### src/rtl/axis_acc_pkg.sv
// Shared types and helpers for the nibble-word accumulator: FSM states, keep rules, lane sizing.
package axis_acc_pkg;

  typedef enum logic {
    FILL = 1'b0,
    WAIT = 1'b1
  } acc_state_t;

  localparam int KEEP_STEP = 4;
  localparam int KEEP_W    = 8;

  function automatic int lane_width(input int ratio);
    return (ratio > 1) ? $clog2(ratio) : 1;
  endfunction

  // A keep value is a non-zero bit count in whole nibbles that fits one input word
  function automatic logic keep_legal(input logic [KEEP_W-1:0] keep, input int in_w);
    return (int'(keep) != 0) && ((int'(keep) % KEEP_STEP) == 0) && (int'(keep) <= in_w);
  endfunction

endpackage

### src/rtl/axis_skid_buffer.sv
// One-entry skid buffer: upstream ready comes straight from a flop, stalled words park in buf_r.
module axis_skid_buffer #(
  parameter int W = 25
) (
  input  logic         clk,
  input  logic         areset,
  input  logic [W-1:0] s_data,
  input  logic         s_valid,
  output logic         s_ready,
  output logic [W-1:0] m_data,
  output logic         m_valid,
  input  logic         m_ready
);

  logic [W-1:0] buf_r;
  logic         full_r;
  logic         rdy_r;

  // Park an accepted word when downstream stalls; release it once downstream takes it
  always_ff @(posedge clk) begin
    if (areset) begin
      buf_r  <= '0;
      full_r <= 1'b0;
      rdy_r  <= 1'b0;
    end else if (full_r) begin
      if (m_ready) begin
        full_r <= 1'b0;
        rdy_r  <= 1'b1;
      end else begin
        full_r <= 1'b1;
        rdy_r  <= 1'b0;
      end
    end else if (s_valid && rdy_r && !m_ready) begin
      buf_r  <= s_data;
      full_r <= 1'b1;
      rdy_r  <= 1'b0;
    end else begin
      rdy_r  <= 1'b1;
    end
  end

  assign s_ready = rdy_r;
  assign m_valid = full_r || (s_valid && rdy_r);
  assign m_data  = full_r ? buf_r : s_data;

endmodule

### src/rtl/axis_nibble_word_accumulator.sv
// Packs RATIO packed IN_W-bit AXI-Stream words into one OUT_W beat, flushing partial beats on tlast.
// Define AXIS_ACC_SKID_EN to put a one-entry skid buffer (registered s_axis_tready) on the input.
module axis_nibble_word_accumulator
  import axis_acc_pkg::*;
#(
  parameter  int IN_W  = 16,
  parameter  int RATIO = 4,
  localparam int OUT_W = IN_W * RATIO
) (
  input  logic             clk,
  input  logic             areset,
  input  logic [IN_W-1:0]  s_axis_tdata,
  input  logic             s_axis_tvalid,
  output logic             s_axis_tready,
  input  logic             s_axis_tlast,
  input  logic [7:0]       s_axis_tkeep,
  output logic [OUT_W-1:0] m_axis_tdata,
  output logic             m_axis_tvalid,
  input  logic             m_axis_tready,
  output logic             m_axis_tlast,
  output logic [7:0]       m_axis_tkeep,
  output logic             err_keep
);

  localparam int LANE_W = lane_width(RATIO);

  logic [IN_W-1:0]   in_data_s;
  logic [7:0]        in_keep_s;
  logic              in_last_s;
  logic              in_valid_s;
  logic              in_ready_s;

  acc_state_t        state_r;
  logic [LANE_W-1:0] lane_r;
  logic [OUT_W-1:0]  accum_r;
  logic [7:0]        bits_r;
  logic              pend_last_r;
  logic [OUT_W-1:0]  out_data_r;
  logic [7:0]        out_keep_r;
  logic              out_last_r;
  logic              out_valid_r;
  logic              err_r;

`ifdef AXIS_ACC_SKID_EN
  logic [IN_W+8:0] skid_in_s;
  logic [IN_W+8:0] skid_out_s;

  assign skid_in_s = {s_axis_tlast, s_axis_tkeep, s_axis_tdata};

  axis_skid_buffer #(
    .W (IN_W + 9)
  ) u_skid (
    .clk     (clk),
    .areset  (areset),
    .s_data  (skid_in_s),
    .s_valid (s_axis_tvalid),
    .s_ready (s_axis_tready),
    .m_data  (skid_out_s),
    .m_valid (in_valid_s),
    .m_ready (in_ready_s)
  );

  assign {in_last_s, in_keep_s, in_data_s} = skid_out_s;
`else
  assign in_data_s     = s_axis_tdata;
  assign in_keep_s     = s_axis_tkeep;
  assign in_last_s     = s_axis_tlast;
  assign in_valid_s    = s_axis_tvalid;
  assign s_axis_tready = in_ready_s;
`endif

  logic              accept_s;
  logic              close_s;
  logic              m_hs_s;
  logic              out_free_s;
  logic              legal_s;
  logic              bad_s;
  logic [7:0]        eff_keep_s;
  logic [IN_W-1:0]   mask_s;
  logic [IN_W-1:0]   masked_s;
  logic [OUT_W-1:0]  accum_next_s;
  logic [7:0]        bits_next_s;

  assign in_ready_s = (state_r == FILL) && !areset;
  assign accept_s   = in_valid_s && in_ready_s;
  assign close_s    = (int'(lane_r) == (RATIO - 1)) || in_last_s;
  assign m_hs_s     = out_valid_r && m_axis_tready;
  assign out_free_s = !out_valid_r || m_axis_tready;

  // Classify the incoming keep, mask the word and merge it into its lane of the accumulator
  always_comb begin
    legal_s    = keep_legal(in_keep_s, IN_W);
    bad_s      = !legal_s || ((int'(in_keep_s) < IN_W) && !in_last_s);
    eff_keep_s = bad_s ? 8'(IN_W) : in_keep_s;
    mask_s     = '0;
    for (int b = 0; b < IN_W; b++) begin
      mask_s[b] = (b < int'(in_keep_s));
    end
    masked_s     = legal_s ? (in_data_s & mask_s) : in_data_s;
    accum_next_s = accum_r;
    accum_next_s[int'(lane_r)*IN_W +: IN_W] = masked_s;
    bits_next_s  = bits_r + eff_keep_s;
  end

  // FILL/WAIT controller with the registered output beat
  always_ff @(posedge clk) begin
    if (areset) begin
      state_r     <= FILL;
      lane_r      <= '0;
      accum_r     <= '0;
      bits_r      <= 8'd0;
      pend_last_r <= 1'b0;
      out_data_r  <= '0;
      out_keep_r  <= 8'd0;
      out_last_r  <= 1'b0;
      out_valid_r <= 1'b0;
      err_r       <= 1'b0;
    end else begin
      err_r <= accept_s && bad_s;
      case (state_r)
        FILL: begin
          if (m_hs_s) begin
            out_valid_r <= 1'b0;
          end
          if (accept_s) begin
            if (close_s && out_free_s) begin
              // drain and reload on the same edge, so back-to-back beats have no bubble
              out_data_r  <= accum_next_s;
              out_keep_r  <= bits_next_s;
              out_last_r  <= in_last_s;
              out_valid_r <= 1'b1;
              accum_r     <= '0;
              bits_r      <= 8'd0;
              lane_r      <= '0;
            end else if (close_s) begin
              accum_r     <= accum_next_s;
              bits_r      <= bits_next_s;
              pend_last_r <= in_last_s;
              lane_r      <= '0;
              state_r     <= WAIT;
            end else begin
              accum_r     <= accum_next_s;
              bits_r      <= bits_next_s;
              lane_r      <= lane_r + LANE_W'(1);
            end
          end
        end
        WAIT: begin
          if (m_hs_s) begin
            out_data_r  <= accum_r;
            out_keep_r  <= bits_r;
            out_last_r  <= pend_last_r;
            out_valid_r <= 1'b1;
            accum_r     <= '0;
            bits_r      <= 8'd0;
            state_r     <= FILL;
          end
        end
        default: begin
          state_r <= FILL;
        end
      endcase
    end
  end

  assign m_axis_tdata  = out_data_r;
  assign m_axis_tkeep  = out_keep_r;
  assign m_axis_tlast  = out_last_r;
  assign m_axis_tvalid = out_valid_r;
  assign err_keep      = err_r;

endmodule
### config.mk
export PLATFORM = sky130hd
export DESIGN_NAME = axis_nibble_word_accumulator
export DESIGN_NICKNAME = d
export VERILOG_FILES = /design/src/rtl/axis_acc_pkg.sv /design/src/rtl/axis_skid_buffer.sv /design/src/rtl/axis_nibble_word_accumulator.sv
export SDC_FILE = /design/constraint.sdc
export NUM_CORES = 1
export LEC_CHECK = 0
export BUFFER_PORTS_ARGS = -buffer_cell sky130_fd_sc_hd__buf_4
export CAP_MARGIN = 20
export CORE_ASPECT_RATIO = 1.2
export CORE_MARGIN = 8
export CORE_UTILIZATION = 50
export DETAILED_ROUTE_END_ITERATION = 10
export HOLD_SLACK_MARGIN = 0.12
export PLACE_DENSITY_LB_ADDON = 0.1
export SLEW_MARGIN = 10
export SYNTH_ARGS = -nofsm -noshare
export SYNTH_HDL_FRONTEND = slang
export SYNTH_HIERARCHICAL = 1
export SYNTH_SLANG_ARGS = --single-unit
### constraint.sdc
create_clock -name clk -period 8.4 [get_ports clk]
set_clock_uncertainty 0.1 [all_clocks]
set_input_delay 0.84 -clock clk [delete_from_list [all_inputs] [get_ports clk]]
set_output_delay 0.84 -clock clk [all_outputs]
set_load 0.1 [all_outputs]
==> impl_metrics.csv <==
group,metric,value,unit
final_layout,mostFrequentLayoutCell,"dfxtp_1",
die,start_util,51.3,%
outcome,status,"finished clean",
final_layout,utilization,61.7,%
final_layout,drive_gt1_share,18.9,%
logic_synthesis,synthCells,757,
critical_path,cp_max_fo,13,
clock_tree,hold_buffers,0,
sta,slew_viol_final,0,
pwr,p_leak,0.00315,uW
clock_tree,clockRootBuffer,"clkbuf_16",
global_route,antenna_found_initial,0,
global_route,overflow,0,
clock_tree,cts_tree,"done",
place,port-buffer-count,104,
route,wl,20.5,mm
route,drt_iter0_markers,412,
sta,period_share,42.8,%
place,post-dp-hpwl,14.2,mm
run,max-cap-violations,0,
worst_hold_path,hold_path.class,"register to register",
final_layout,syn2layout_area_growth,20.1,%
clock_tree,clkTransAtPathRegs,0.06,ns
final_layout,nets,874,
clock_tree,clock_latency,0.43,ns
sta,worst_slew_pin_slew,1.07,ns
logic_synthesis,synth.avg_cell_area,8.98,um2
critical_path,r2r_setup_slack,5.15,ns
sta,finalSetupViolCount,0,
sta,slew-limit-headroom,28.0,%
sta,tns,0,ns
global_route,grt_max_degree,75,
die,die-area,0.0176,mm2
logic_synthesis,postSynth.asyncResetShare,0,%
logic_synthesis,synth_edf_count,0,
logic_synthesis,syn-cell-area,0.00680,mm2
clock_tree,cts_resized,0,
global_route,grt_usage,23.5,%
route,dr.pass1.iters,5,
clock_tree,htree_levels,4,
critical_path,critPathKind,"input port to register",
die,fp.dieW,122,um
die,pin_count,105,
route,viasPerCell,6.18,
global_route,grt_pass1_wl,32.3,mm
final_layout,antennaDiodeCount,0,
clock_tree,clock_sinks,151,
critical_path,start_kind,"input port",
die,core_region_area,0.0132,mm2
logic_synthesis,yosysWarningCount,6,
die,fp-row-count,46,
sta,rsz0062_at_grt,"no",
pwr,vdd_drop_max,0.141,mV
place,gp_congestion,0.872,
sta,hold_slack,0.350,ns
route,ant_nets,0,
route,vias,6245,
final_layout,final_cell_mix,"150 x dfxtp_1, 111 x buf_4, 87 x nor2_1",
logic_synthesis,ys.flop_type,"dfxtp_1",
clock_tree,postCtsSetupBuffers,0,
clock_tree,clock_path_buffers,2,
pwr,report.power.total,1800,uW
global_route,grt_pass1_vias,6152,
logic_synthesis,ys_types,57,
logic_synthesis,synth-seq-cells,151,
critical_path,crit_arrival,3.83,ns
die,die_height,144,um
route,avgRoutedWirePerCell,20.3,um
route,route.detailed.drc,0,
clock_tree,cts_buffers,17,
pwr,p_per_area,220,mW/mm2
critical_path,cp.required,8.64,ns
logic_synthesis,synth-seq-area-share,44.5,%
critical_path,critPathCaptureType,"register",
sta,fmax,0.278,GHz
sta,min_period,3.59,ns
sta,hold_viol_final,0,
-- stage by stage --
stage,worst slack [ns],area [um2],cells
after floorplan,4.76,6810,761
after global placement,4.53,7580,979
after global routing,4.69,8160,1011
final,4.81,8160,1011
after detailed placement,4.45,7580,979
after CTS,4.89,8160,1010
-- sequential cells by signal (all words and copies together) (netlist names) --
| name | cells |
|---|---|
| accum_r | 64 |
| m_axis_tdata | 64 |
| bits_r | 8 |
| m_axis_tkeep | 8 |
| lane_r | 2 |
| err_keep | 1 |
| m_axis_tlast | 1 |
| m_axis_tvalid | 1 |
| pend_last_r | 1 |
| state_r | 1 |
-- cells by family after synthesis --
kind of cell	share of synthesized area [%]
adder cells (fa/ha/maj)	2.69
flip-flops	44.5
multiplexers	0.442
buffers and inverters	5.15
XOR/XNOR	0.129
other	0.0552
AND/OR/NAND/NOR	18.2
AO/OA/AOI/OAI	28.8
-- report_power, final --
part / switching [uW] / total [uW] / internal (uW) / leakage, uW
registers: 15.4 / 754 / 738 / 0.00122
clock network: 295 / 745 / 450 / 0.000287
logic: 226 / 300 / 73.4 / 0.00164
-- metal layers --
layer	share of wire [%]	track usage (%)	vias up
met5	0	0	-
met4	2.8	9.70	0
met3	5.7	5.69	39
met2	51	40.3	186
met1	41	27.2	3045
li1	-	-	2975
-- path summary, 6_finish.rpt --
path                    startpoint          endpoint  depth (start not counted)
setup / recovery   s_axis_tkeep[0]   m_axis_tkeep[5]                          9
hold / removal    m_axis_tdata[35]  m_axis_tdata[35]                          2
setup reg to reg           state_r   m_axis_tdata[4]                          5
hold reg to reg   m_axis_tdata[35]  m_axis_tdata[35]                          2
-- Yosys cell counts (7+ instances only) --
cell type	instances	area [um2]
inv_1	14	52.6
clkbuf_1	36	135
nor3_1	34	170
o211ai_1	17	128
a41oi_1	7	61.3
a21oi_1	46	230
a22oi_1	30	225
nand2b_1	24	150
ha_1	13	163
a211oi_1	25	188
a221oi_1	31	272
o2bb2ai_1	16	140
a22o_1	32	280
buf_2	10	50.1
nand2_1	55	206
nor2_1	87	327
nor2b_1	10	62.6
o21ai_0	21	105
dfxtp_1	151	3020
-- cell type report --
class / count / area (um2)
fill: 1163 / 5070
multi-input combinational: 535 / 3460
sequential: 151 / 3020
timing repair buffer: 112 / 838
clock buffer: 23 / 508
tap: 168 / 210
clock inverter: 8 / 70.1
inverter: 14 / 52.6
-- worst max-delay path: stages --
cell and delay (ns):
buf_4 0.11, nor2_1 0.64, nand2_1 0.19, or4_1 0.58, ha_1 0.29, or4b_2 0.66
a21oi_1 0.12, and4b_1 0.21, a211oi_1 0.18
Note: power is estimated with default switching activity, not from simulation.
